### config.mk
export PLATFORM = sky130hd
export DESIGN_NAME = arb_protocol_monitor
export DESIGN_NICKNAME = d
export VERILOG_FILES = /design/src/rtl/arb_mon_pkg.sv /design/src/rtl/arb_mon_agent.sv /design/src/rtl/arb_protocol_monitor.sv
export SDC_FILE = /design/constraint.sdc
export NUM_CORES = 1
export LEC_CHECK = 0
export ABC_AREA = 1
export CAP_MARGIN = 40
export CORE_UTILIZATION = 50
export DETAILED_ROUTE_END_ITERATION = 6
export PLACE_DENSITY = 0.79
export RECOVER_POWER = 25
export SLEW_MARGIN = 25
export SYNTH_ARGS = -nofsm -noshare
export SYNTH_HDL_FRONTEND = slang
export SYNTH_SLANG_ARGS = --single-unit
### constraint.sdc
create_clock -name clk -period 2.9 [get_ports clk]
set_clock_uncertainty 0.2 [all_clocks]
set_input_delay 0.435 -clock clk [delete_from_list [all_inputs] [get_ports clk]]
set_output_delay 0.435 -clock clk [all_outputs]
set_load 0.02 [all_outputs]
### src/rtl/arb_mon_pkg.sv
// Shared constants for the arbiter protocol monitor: coverage nibble layout per agent.
package arb_mon_pkg;

  localparam int COV_W       = 4;
  localparam int COV_LAT0    = 0;
  localparam int COV_LAT1    = 1;
  localparam int COV_LAT2P   = 2;
  localparam int COV_ALL_REQ = 3;

endpackage : arb_mon_pkg

### src/rtl/arb_mon_agent.sv
// One agent's slice of the arbiter monitor: wait counter, worst latency, sticky flags, coverage.
// With ARB_MON_SVA_EN defined the live wait counter is exported for the top-level assertions.
module arb_mon_agent
  import arb_mon_pkg::*;
#(
  parameter int WAIT_W       = 8,
  parameter int STARVE_LIMIT = 16
) (
  input  logic              clk,
  input  logic              rst,
  input  logic              clr,
  input  logic              req,
  input  logic              ack,
  input  logic              all_req,
  output logic [WAIT_W-1:0] max_wait,
  output logic              starve,
  output logic              err_ack_no_req,
  output logic              err_drop_req,
  output logic [COV_W-1:0]  cov
`ifdef ARB_MON_SVA_EN
  ,
  output logic [WAIT_W-1:0] wait_cnt
`endif
);

  localparam logic [WAIT_W-1:0] CNT_MAX   = '1;
  localparam logic [WAIT_W-1:0] STARVE_TH = WAIT_W'(STARVE_LIMIT - 1);

  logic [WAIT_W-1:0] cnt;
  logic              waiting;
  logic              grant;
  logic              ack_no_req_ev;
  logic              drop_ev;
  logic              starve_ev;
  logic [COV_W-1:0]  cov_ev;

`ifdef ARB_MON_SVA_EN
  assign wait_cnt = cnt;
`endif

  // NOTE: every variable gets a default at the top of always_comb so no path leaves it
  // unassigned; otherwise synthesis infers a latch to hold the old value.
  always_comb begin
    cov_ev        = '0;
    waiting       = req & ~ack;
    grant         = req & ack;
    ack_no_req_ev = ack & ~req;
    drop_ev       = ~req & ~ack & (cnt != '0);
    // cnt already holds STARVE_LIMIT-1 on the STARVE_LIMIT-th consecutive waiting cycle
    starve_ev     = waiting & (cnt >= STARVE_TH);
    if (grant) begin
      cov_ev[COV_LAT0]    = (cnt == '0);
      cov_ev[COV_LAT1]    = (cnt == WAIT_W'(1));
      cov_ev[COV_LAT2P]   = (cnt >= WAIT_W'(2));
      cov_ev[COV_ALL_REQ] = all_req;
    end
  end

  // NOTE: sequential state uses non-blocking assignments so every register samples the
  // pre-edge values of its neighbours, independent of statement order.
  always_ff @(posedge clk) begin
    if (rst) begin
      cnt            <= '0;
      max_wait       <= '0;
      starve         <= 1'b0;
      err_ack_no_req <= 1'b0;
      err_drop_req   <= 1'b0;
      cov            <= '0;
    end else begin
      if (waiting) begin
        if (cnt != CNT_MAX) cnt <= cnt + WAIT_W'(1);
      end else begin
        cnt <= '0;
      end

      // An event seen in the clr cycle survives the clear
      starve         <= starve_ev     | (starve & ~clr);
      err_ack_no_req <= ack_no_req_ev | (err_ack_no_req & ~clr);
      err_drop_req   <= drop_ev       | (err_drop_req & ~clr);
      cov            <= cov_ev        | (cov & {COV_W{~clr}});

      if (grant && (clr || (cnt > max_wait))) max_wait <= cnt;
      else if (clr)                           max_wait <= '0;
    end
  end

endmodule : arb_mon_agent

### src/rtl/arb_protocol_monitor.sv
// Passive req/ack monitor for an N-agent arbiter: latency, starvation, protocol errors, coverage.
// Optional macro ARB_MON_SVA_EN adds concurrent assertions for every error and starvation case.
module arb_protocol_monitor
  import arb_mon_pkg::*;
#(
  parameter int NUM_AGENTS   = 2,
  parameter int WAIT_W       = 8,
  parameter int STARVE_LIMIT = 16,
  parameter bit ONEHOT_ACK   = 1'b1
) (
  input  logic                         clk,
  input  logic                         rst,
  input  logic [NUM_AGENTS-1:0]        req,
  input  logic [NUM_AGENTS-1:0]        ack,
  input  logic                         clr,
  output logic [NUM_AGENTS*WAIT_W-1:0] max_wait,
  output logic [NUM_AGENTS-1:0]        starve,
  output logic [NUM_AGENTS-1:0]        err_ack_no_req,
  output logic [NUM_AGENTS-1:0]        err_drop_req,
  output logic                         err_multi_ack,
  output logic [NUM_AGENTS*COV_W-1:0]  cov
);

  logic all_req;

  assign all_req = &req;

`ifdef ARB_MON_SVA_EN
  logic [WAIT_W-1:0] wait_cnt [NUM_AGENTS];
`endif

  for (genvar i = 0; i < NUM_AGENTS; i++) begin : g_agent
    arb_mon_agent #(
      .WAIT_W       (WAIT_W),
      .STARVE_LIMIT (STARVE_LIMIT)
    ) u_agent (
      .clk            (clk),
      .rst            (rst),
      .clr            (clr),
      .req            (req[i]),
      .ack            (ack[i]),
      .all_req        (all_req),
      .max_wait       (max_wait[i*WAIT_W +: WAIT_W]),
      .starve         (starve[i]),
      .err_ack_no_req (err_ack_no_req[i]),
      .err_drop_req   (err_drop_req[i]),
      .cov            (cov[i*COV_W +: COV_W])
`ifdef ARB_MON_SVA_EN
      ,
      .wait_cnt       (wait_cnt[i])
`endif
    );
  end

  if (ONEHOT_ACK) begin : g_onehot
    logic multi_ev;

    // Clearing the lowest set bit leaves something only when two or more bits are set
    assign multi_ev = |(ack & (ack - NUM_AGENTS'(1)));

    always_ff @(posedge clk) begin
      if (rst) err_multi_ack <= 1'b0;
      else     err_multi_ack <= multi_ev | (err_multi_ack & ~clr);
    end
  end else begin : g_no_onehot
    assign err_multi_ack = 1'b0;
  end

`ifdef ARB_MON_SVA_EN
  for (genvar i = 0; i < NUM_AGENTS; i++) begin : g_sva
    a_ack_no_req : assert property (@(posedge clk) disable iff (rst)
      !(ack[i] && !req[i]))
      else $error("arb_mon: ack without req on agent %0d", i);

    a_drop_req : assert property (@(posedge clk) disable iff (rst)
      !(!req[i] && !ack[i] && (wait_cnt[i] != '0)))
      else $error("arb_mon: req dropped while waiting on agent %0d", i);

    a_starve : assert property (@(posedge clk) disable iff (rst)
      !(req[i] && !ack[i] && (wait_cnt[i] >= WAIT_W'(STARVE_LIMIT - 1))))
      else $error("arb_mon: agent %0d starved", i);
  end

  if (ONEHOT_ACK) begin : g_sva_onehot
    a_multi_ack : assert property (@(posedge clk) disable iff (rst) $onehot0(ack))
      else $error("arb_mon: multiple acks 0x%0h", ack);
  end
`endif

endmodule : arb_protocol_monitor

# Word-level counts from Yosys, hierarchy flattened
# Index checks and enable logic that the tools add are counted.
[word_totals] register_bits=47
[classes] n_addsub=3 n_lt_le_gt_ge=6 eq_ne=4 mux=5 bitwise=38 reduce_logical=14
[op_table] operator="two-way mux 8 bit" n=3
[op_table] operator="bitwise AND 1 bit" n=19
[op_table] operator="adder 8 x 1 -> 8 bit (second input constant)" n=2
[op_table] operator="equality test 8 x 1 -> 1 bit (second input constant)" n=2
[op_table] operator=">= comparator 8 x 2 -> 1 bit (second input constant)" n=2
[op_table] operator=">= comparator 8 x 4 -> 1 bit (second input constant)" n=2
[op_table] operator="greater-than comparator 8 bit" n=2
[op_table] operator="logical NOT 8 bit" n=2
[op_table] operator="inequality test 8 bit (second input constant)" n=2
[op_table] operator="nonzero test 8 bit" n=2
[op_table] operator="bitwise AND 4 bit" n=2
[op_table] operator="two-way mux 4 bit" n=2
[op_table] operator="OR 4 bit" n=2
[op_table] operator="NOT 1 bit" n=7
[op_table] operator="OR 1 bit" n=7
[op_table] operator="OR reduction 2 bit" n=3
[op_table] operator="nonzero test 2 bit" n=2
[op_table] operator="bitwise AND 2 bit" n=1
[op_table] operator="logical AND 1 bit" n=2
[op_table] operator="logical OR 1 bit" n=2
[op_table] operator="AND reduction 2 bit" n=1
[op_table] operator="subtractor 2 x 1 -> 2 bit (second input constant)" n=1

# Longest topological paths before layout
[depth] ltp_word=4 ltp_mapped=13 depth_no_buf=13

# Hierarchy
# From an unflattened synthesis, not the netlist that was laid out.
[hier_totals] hier_cells=323 area_unflattened_um2=2497.4
[modules_own_cells] mod="arb_mon_agent" n_inst=2 cells_per_inst=158 area_per_inst_um2=1224.9
[modules_own_cells] mod="arb_protocol_monitor" n_inst=1 cells_per_inst=7 area_per_inst_um2=47.5

# Least setup slack after synthesis
# Ideal clock, no wire load.
[synth_path] path_type="register to register" from="register g_agent[1].u_agent.max_wait[7]" to="register g_agent[1].u_agent.max_wait[3]" setup_ns=0.070 arrival_ns=1.564 setup_slack_ns=1.065 stages_incl_launch_ff=9 n_path_buf=0 period_less_slack_ns=1.835 path_cell_list="dfxtp_1 inv_1 ha_1 a21o_1 nor2_1 nand2_2 a31oi_4 nand2_1 a21oi_1"
[synth_via] elab_chain_cells=4
[synth_lines] element="start: declaration" line="arb_mon_agent.sv:15" rtl="output logic [WAIT_W-1:0] max_wait,"
[synth_lines] element="start signal: assignment" line="arb_mon_agent.sv:82" rtl="if (grant && (clr || (cnt > max_wait))) max_wait <= cnt;"
[synth_lines] element="greater-than comparator 8 bit *" line="arb_mon_agent.sv:82"
[synth_lines] element="logical OR 1 bit *" line="arb_mon_agent.sv:82"
[synth_lines] element="logical AND 1 bit *" line="arb_mon_agent.sv:82"
[synth_lines] element="two-way mux 8 bit / nonzero test 2 bit (equally long branches)"
# Every way passes the cells marked *; elsewhere a longest branch is shown, timed or not.
# A chain may end at the register's enable or synchronous reset.

# Final worst setup path
[layout_path] from="input port clr" to="register g_agent[1].u_agent.max_wait[0]"
[layout_via] elab_chain_cells=3
[layout_lines] element="start: declaration" line="arb_protocol_monitor.sv:15" rtl="input logic clr,"
[layout_lines] element="logical OR 1 bit" line="arb_mon_agent.sv:82"
[layout_lines] element="logical AND 1 bit" line="arb_mon_agent.sv:82"
[layout_lines] element="two-way mux 8 bit / nonzero test 2 bit (equally long branches)"
# Parallel ways exist; a longest one is shown, timed or not.

==> results_dict.tcl <==
set metrics [dict create \
    n_antenna_cell 0 \
    grt_pass1_vias 1952 \
    root_buffer "clkbuf_8" \
    syn_area_per_cell_um2 7.741 \
    power_mw 1.267 \
    viasPerCell 5.135 \
    drv_slew 0 \
    synth-seq-area-share 0.3661 \
    ys_types 32 \
    layout.cells.non_filler 436 \
    outcome "completed" \
    rsz0062_at_grt "no" \
    h-tree-depth 2 \
    required_ns 2.89 \
    nets 399 \
    fin_ws_ns 0.8979 \
    port_buffers 37 \
    crit_fanout 17 \
    cts-resized-gates 0 \
    p_sw_uw 295.2 \
    r2r_setup_slack_ns 0.93 \
    seq_area_um2 940.9 \
    postLayoutCoreUtil 0.6348 \
    via_count 2239 \
    clock_latency_ns 0.30 \
    p_int_uw 971.8 \
    p_leak_nw 1.262 \
    fmax_mhz 499.5 \
    grt_pass1_wl_mm 9.018 \
    place_congestion 0.8355 \
    drtIter0Drc 124 \
    reg2reg_depth 10 \
    dieHeight_um 73.70 \
    swShare 0.2330 \
    ys_async_sr_fraction 0 \
    drt_first_pass_iters 4 \
    cts_setup_buffers 0 \
    dieArea_um2 5431 \
    synth_fa_ha_area_frac 0.1168 \
    n_fill_cell 418 \
    cts_buffers 5 \
    postLayoutCellArea_um2 3078 \
    clk_path_buf_depth 2 \
    max_stage_delay_ns 0.64 \
    antenna_found_initial 0 \
    cpLargestDelayFamily "buffers and inverters" \
    multi_input_area_um2 1339 \
    powerDensity_nw_per_um2 411.6 \
    cts_hold_buf 0 \
    cts.sinks 47 \
    finalSetupViolCount 0 \
    worstSetupPathType "in2reg" \
    rows 25 \
    syn_area_um2 2570 \
    dp.cells 428 \
    ir_drop_mv 0.2316 \
    drive_gt1_frac 0.09756 \
    start_util 0.5301 \
    crit_buf_inv 2 \
    cpMaxStageDelayCell "dlygate4sd3_1" \
    ys_ff_latch 47 \
    ys.warnings.count 0 \
    worstPathArrival_ns 1.99 \
    drc 0 \
    ant_nets 0 \
    core_area_um2 4848 \
    synth-main-ff-cell "dfxtp_1" \
    synth_nets 363 \
    synth_xor_area_frac 0.01022 \
    hold_violations 0 \
    cts_tree "yes" \
    cp-startpoint "clr" \
    worstPathCellList "dlygate4sd3_1 > inv_1 > nand2_2 > nand3_1 > a21oi_1" \
    holdWs_ns 0.2703 \
    layout_commonest_cell "nand2_1" \
    startpoint_type "input port" \
    ioPinCount 38 \
    grt-ovfl-total 0 \
    rr_startpoint "g_agent[1].u_agent.cnt[1]$_SDFFE_PP0P_" \
    layout_common_cells "nand2_1, inv_1, dfxtp_1, a21oi_1, clkdlybuf4s50_1" \
    dpl_cell_area_um2 2977 \
    path_depth 5 \
    power_frac_comb 0.078 \
    synth-compound-area-share 0.1441 \
    relSlewSlack 0.6363 \
    min_period_ns 2.002 \
    hp-class "reg2reg" \
    synthCells 332 \
    grt_use_total 0.2204 \
    clkPwrFrac 0.403 \
    endpoint_kind "register" \
    p_seq_frac 0.520 \
    worst_pin_slew_ns 0.5450 \
    dp_hpwl_mm 4.301 \
    routedWlPerCell_um 13.00 \
    crit_end "g_agent[1].u_agent.max_wait[0]$_SDFFE_PP0P_" \
    dp_slack_ns 0.8048 \
    die_w_um 73.70 \
    fin_setup_tns_ns 0 \
    synth_top_family_by_area "simple AND/OR/NAND/NOR gates" \
    synth-simple-area-share 0.2575 \
    max-cap-violations 0 \
    path_clk_slew_ns 0.09 \
    period_share 0.6904 \
    wl_mm 5.666 \
    grt_max_degree 18 \
    r2r-end "g_agent[1].u_agent.max_wait[0]$_SDFFE_PP0P_" \
    synthMuxAreaShare 0 \
    synth_edf_count 0 \
    area.growth.synth_to_final_pct 19.77 \
]
## cell usage after synthesis (all sizes together) (3+ instances only)
cell,count,area share
nor2,21,0.037
a21oi,36,0.070
ha,24,0.12
nand3,30,0.060
xor2,3,0.010
inv,53,0.077
o21ai,17,0.033
nor3,8,0.021
nand4,6,0.032
buf,9,0.023
nand2,63,0.10
dfxtp,47,0.37
## layer usage
layer,part of all wire,up-vias,routed length (um),global-route usage
met5,0,-,0,0
met4,0.012,0,69,0.07051
met2,0.44,60,2512,0.3333
met1,0.49,1015,2752,0.3126
li1,-,1159,-,-
met3,0.059,5,332,0.04390
## cells by family (layout without fill, tap and decap cells)
family                     after synthesis  after routing
xor gates and xnor gates                 3              3
adders and majority gates               24             24
and+or+nand+nor                        130            130
DFF                                     47             47
buffers and inverters                   65            102
AOI/OAI and AO/OA                       63             63
## worst min-delay path, stage by stage (launching register included)
cell,delay (ns)
dfxtp_1,0.32
nand2_1,0.06
a21oi_1,0.05
## final cells by class
type / instances / share of cell area
clock buffer: 6 / 0.02683
sequential: 47 / 0.3057
clock inverter: 2 / 0.01260
inverter: 55 / 0.06748
tap: 67 / 0.02724
multi-input combinational: 220 / 0.4350
timing repair buffer: 39 / 0.1252
## worst min-delay path by stage
stage / start / endpoint / cells past startpoint
6_report: g_agent[1].u_agent.err_ack_no_req$_SDFF_PP0_ / g_agent[1].u_agent.err_ack_no_req$_SDFF_PP0_ / 2
5_1_grt: g_agent[1].u_agent.err_ack_no_req$_SDFF_PP0_ / g_agent[1].u_agent.err_ack_no_req$_SDFF_PP0_ / 2
4_1_cts: g_agent[1].u_agent.err_ack_no_req$_SDFF_PP0_ / g_agent[1].u_agent.err_ack_no_req$_SDFF_PP0_ / 2
3_5_place_dp: err_multi_ack$_SDFF_PP0_ / err_multi_ack$_SDFF_PP0_ / 2
3_3_place_gp: g_agent[1].u_agent.err_ack_no_req$_SDFF_PP0_ / g_agent[1].u_agent.err_ack_no_req$_SDFF_PP0_ / 2
2_1_floorplan: g_agent[1].u_agent.err_ack_no_req$_SDFF_PP0_ / g_agent[1].u_agent.err_ack_no_req$_SDFF_PP0_ / 2
## flip-flops by register name, indices dropped and copies added (netlist names)
| register | count |
|---|---|
| g_agent.u_agent.cnt | 16 |
| g_agent.u_agent.max_wait | 16 |
| g_agent.u_agent.cov | 8 |
| g_agent.u_agent.err_ack_no_req | 2 |
| g_agent.u_agent.err_drop_req | 2 |
| g_agent.u_agent.starve | 2 |
| err_multi_ack | 1 |
## power by group through the flow
stage | combinational [mW] | clock (mW) | sequential (mW)
floorplan | 0.0553 | 0 | 0.678
global placement | 0.0974 | 0 | 0.673
detailed placement | 0.0985 | 0 | 0.673
CTS | 0.0990 | 0.523 | 0.658
global route | 0.107 | 0.552 | 0.659
finish | 0.0986 | 0.510 | 0.658
(Power assumes the default switching activity.)
==> edit: new RTL, config.mk and constraints unchanged <==
Set the parameter `NUM_AGENTS` to 4 (it was 2).
--- a/src/rtl/arb_protocol_monitor.sv
+++ b/src/rtl/arb_protocol_monitor.sv
@@ -4,5 +4,5 @@
   import arb_mon_pkg::*;
 #(
-  parameter int NUM_AGENTS   = 2,
+  parameter int NUM_AGENTS   = 4,
   parameter int WAIT_W       = 8,
   parameter int STARVE_LIMIT = 16,
Interface: changed (7 resized); port bits go from 38 to 72. The function was not compared with the original's and may differ.
==> edit against the original RTL <==
  * Critical endpoint is now g_agent[2].u_agent.max_wait[0]$_SDFFE_PP0P_
  * Wire length grew 100%
  * Synthesized cell count increased by 94%
  * Highest routed layer unchanged
  * Power grew 81%
  * Sequential cell count increased by 46
  * Area after synthesis is 95% higher
  * Largest cell class unchanged
  * Worst hold slack gained 7.5 ps
  * Cell area grew 92%
  * Worst setup slack got worse by 370 ps
==> edit: results (changes against the original RTL) <==
| Metric | Value |
|---|---|
| Outcome | complete, no violations (unchanged) |
| Crit-path max cell delay | 620 ps (was 640 ps) |
| Top cells by area, synth | dfxtp_1 37%, ha_1 12%, nand2_1 7.8% (was dfxtp_1 37%, ha_1 12%, nand2_1 7.9%) |
| Number of diodes | 0 (unchanged) |
| VDD IR max | 0.000245 V (was 0.000232 V) |
| Leakage | 2.35 nW (was 1.26 nW) |
| Iteration-0 DRC count of the detailed router | 175 (was 124) |
| Largest net degree at the start of global routing | 34 (was 18) |
| Critical Path AT | 2470 ps (was 1990 ps) |
| Post-Synth Adder-Cell Area | 12.0% (was 11.7%) |
| Fin nets | 765 (was 399) |
| CTS resizes | 0 (unchanged) |
| # Post-CTS Setup Buffers | 0 (unchanged) |
| Largest registers | g_agent.u_agent.cnt x32, g_agent.u_agent.max_wait x32, g_agent.u_agent.cov x16 (was g_agent.u_agent.cnt x16, g_agent.u_agent.max_wait x16, g_agent.u_agent.cov x8) |
| CTS buffer count | 9 (was 5) |
| Critical-path maximum fanout | 33 (was 17) |
| First-pass GRT wire length | 19400 µm (was 9020 µm) |
| FILL cells | 877 (was 418) |
| CTS H-tree depth | 3 (was 2) |
| Dpl hpwl | 8550 µm (was 4300 µm) |
| Leading area contributor after synthesis | dfxtp_1 (unchanged) |
| Max_cap viols | 0 (unchanged) |
| Warnings from Yosys | 0 (unchanged) |
| Number of global-route vias before repair | 4292 (was 1952) |
| Worst Hold Class | flop to flop (unchanged) |
| Drt first pass iters | 5 (was 4) |
| Slowest cell on crit path | clkbuf_1 (was dlygate4sd3_1) |
| Flop pwr share | 56.9% (was 52.0%) |
| Post-synth ARST share | 0% (unchanged) |
| Mux cell area share after synthesis | 0% (unchanged) |
| Worst-skew pair later-pin latency | 360 ps (was 300 ps) |
| Synth Area in Compound Gates | 15.6% (was 14.4%) |
| Reg clk slew, reported paths | 90 ps (about the same) |
| Comb pwr share | 7.8% (about the same) |
| Initial antenna violation count | 0 (unchanged) |
| Share of layout cells above drive strength 1 | 7.03% (was 9.76%) |
| Area share of xor/xnor cells in the synthesized design | 0.524% (was 1.02%) |
| GPL Wtd Cong | 0.928 (was 0.836) |
| Top cells by count, synth | 104 x nand2_1, 93 x dfxtp_1, 87 x inv_1 (was 54 x nand2_1, 47 x dfxtp_1, 44 x inv_1) |
| Clock root cell | clkbuf_8 (unchanged) |
| Top Family by Delay on Critical Path | buffers and inverters (unchanged) |
| Synth cell types | 40 (was 32) |
| GR Util All Layers | 23.3% (was 22.0%) |
| Normalized max-slew margin | 45.3% (was 63.6%) |
| Sw Share | 25.5% (was 23.3%) |
| Sequential area share after synthesis | 37.1% (was 36.6%) |
| CTS Buffer Depth | 2 (unchanged) |
| Synth Net Count | 704 (was 363) |
| Via density | 5.32 (was 5.14) |
| WL per Instance | 13.7 µm (was 13.0 µm) |
| IO Port Bufs | 71 (was 37) |
==> edit: worst register-to-register path: stages, from the launching register on <==
cell,delay [ps]
dfxtp_1,510
ha_1,290
nand2_2,70
nor3_1,450
nand3_4,200
clkinv_2,120
o21ai_1,80
a21oi_2,160
==> edit: path summary, 6_finish.rpt <==
path              slack (ps)                              startpoint  cells past startpoint                                           to
setup / recovery         530                                     clr                      6  g_agent[2].u_agent.max_wait[0]$_SDFFE_PP0P_
hold / removal           280    g_agent[0].u_agent.starve$_SDFF_PP0_                      2         g_agent[0].u_agent.starve$_SDFF_PP0_
setup reg to reg         760  g_agent[0].u_agent.cnt[1]$_SDFFE_PP0P_                      7       g_agent[0].u_agent.cnt[3]$_SDFFE_PP0P_
hold reg to reg          280    g_agent[0].u_agent.starve$_SDFF_PP0_                      2         g_agent[0].u_agent.starve$_SDFF_PP0_
==> edit: final cells by class <==
cell class | instances | area (µm²) | share of cell area [%]
tap | 133 | 166 | 2.82
inverter | 97 | 368 | 6.24
clock inverter | 3 | 20.0 | 0.339
multi-input combinational | 432 | 2610 | 44.2
clock buffer | 13 | 159 | 2.69
sequential | 93 | 1860 | 31.6
timing repair buffer | 73 | 717 | 12.2
==> edit: through the flow <==
step	power [mW]	std cells	worst slack (ps)	instance area [µm²]	util, %
finish	2.29	844	526	5900	60.6
global route	2.37	844	431	5900	60.6
CTS	2.30	844	888	5930	61.0
detailed placement	1.51	828	674	5750	59.1
global placement	1.51	828	738	5750	59.1
floorplan	1.45	645	1050	5020	-
==> edit: routing by layer <==
metal | up-vias | global-route usage [%] | wire (µm)
li1 | 2271 | - | -
met1 | 2081 | 29.0 | 5150
met2 | 119 | 39.4 | 5550
met3 | 15 | 5.47 | 652
met4 | 0 | 8.57 | 175
met5 | - | 0 | 0
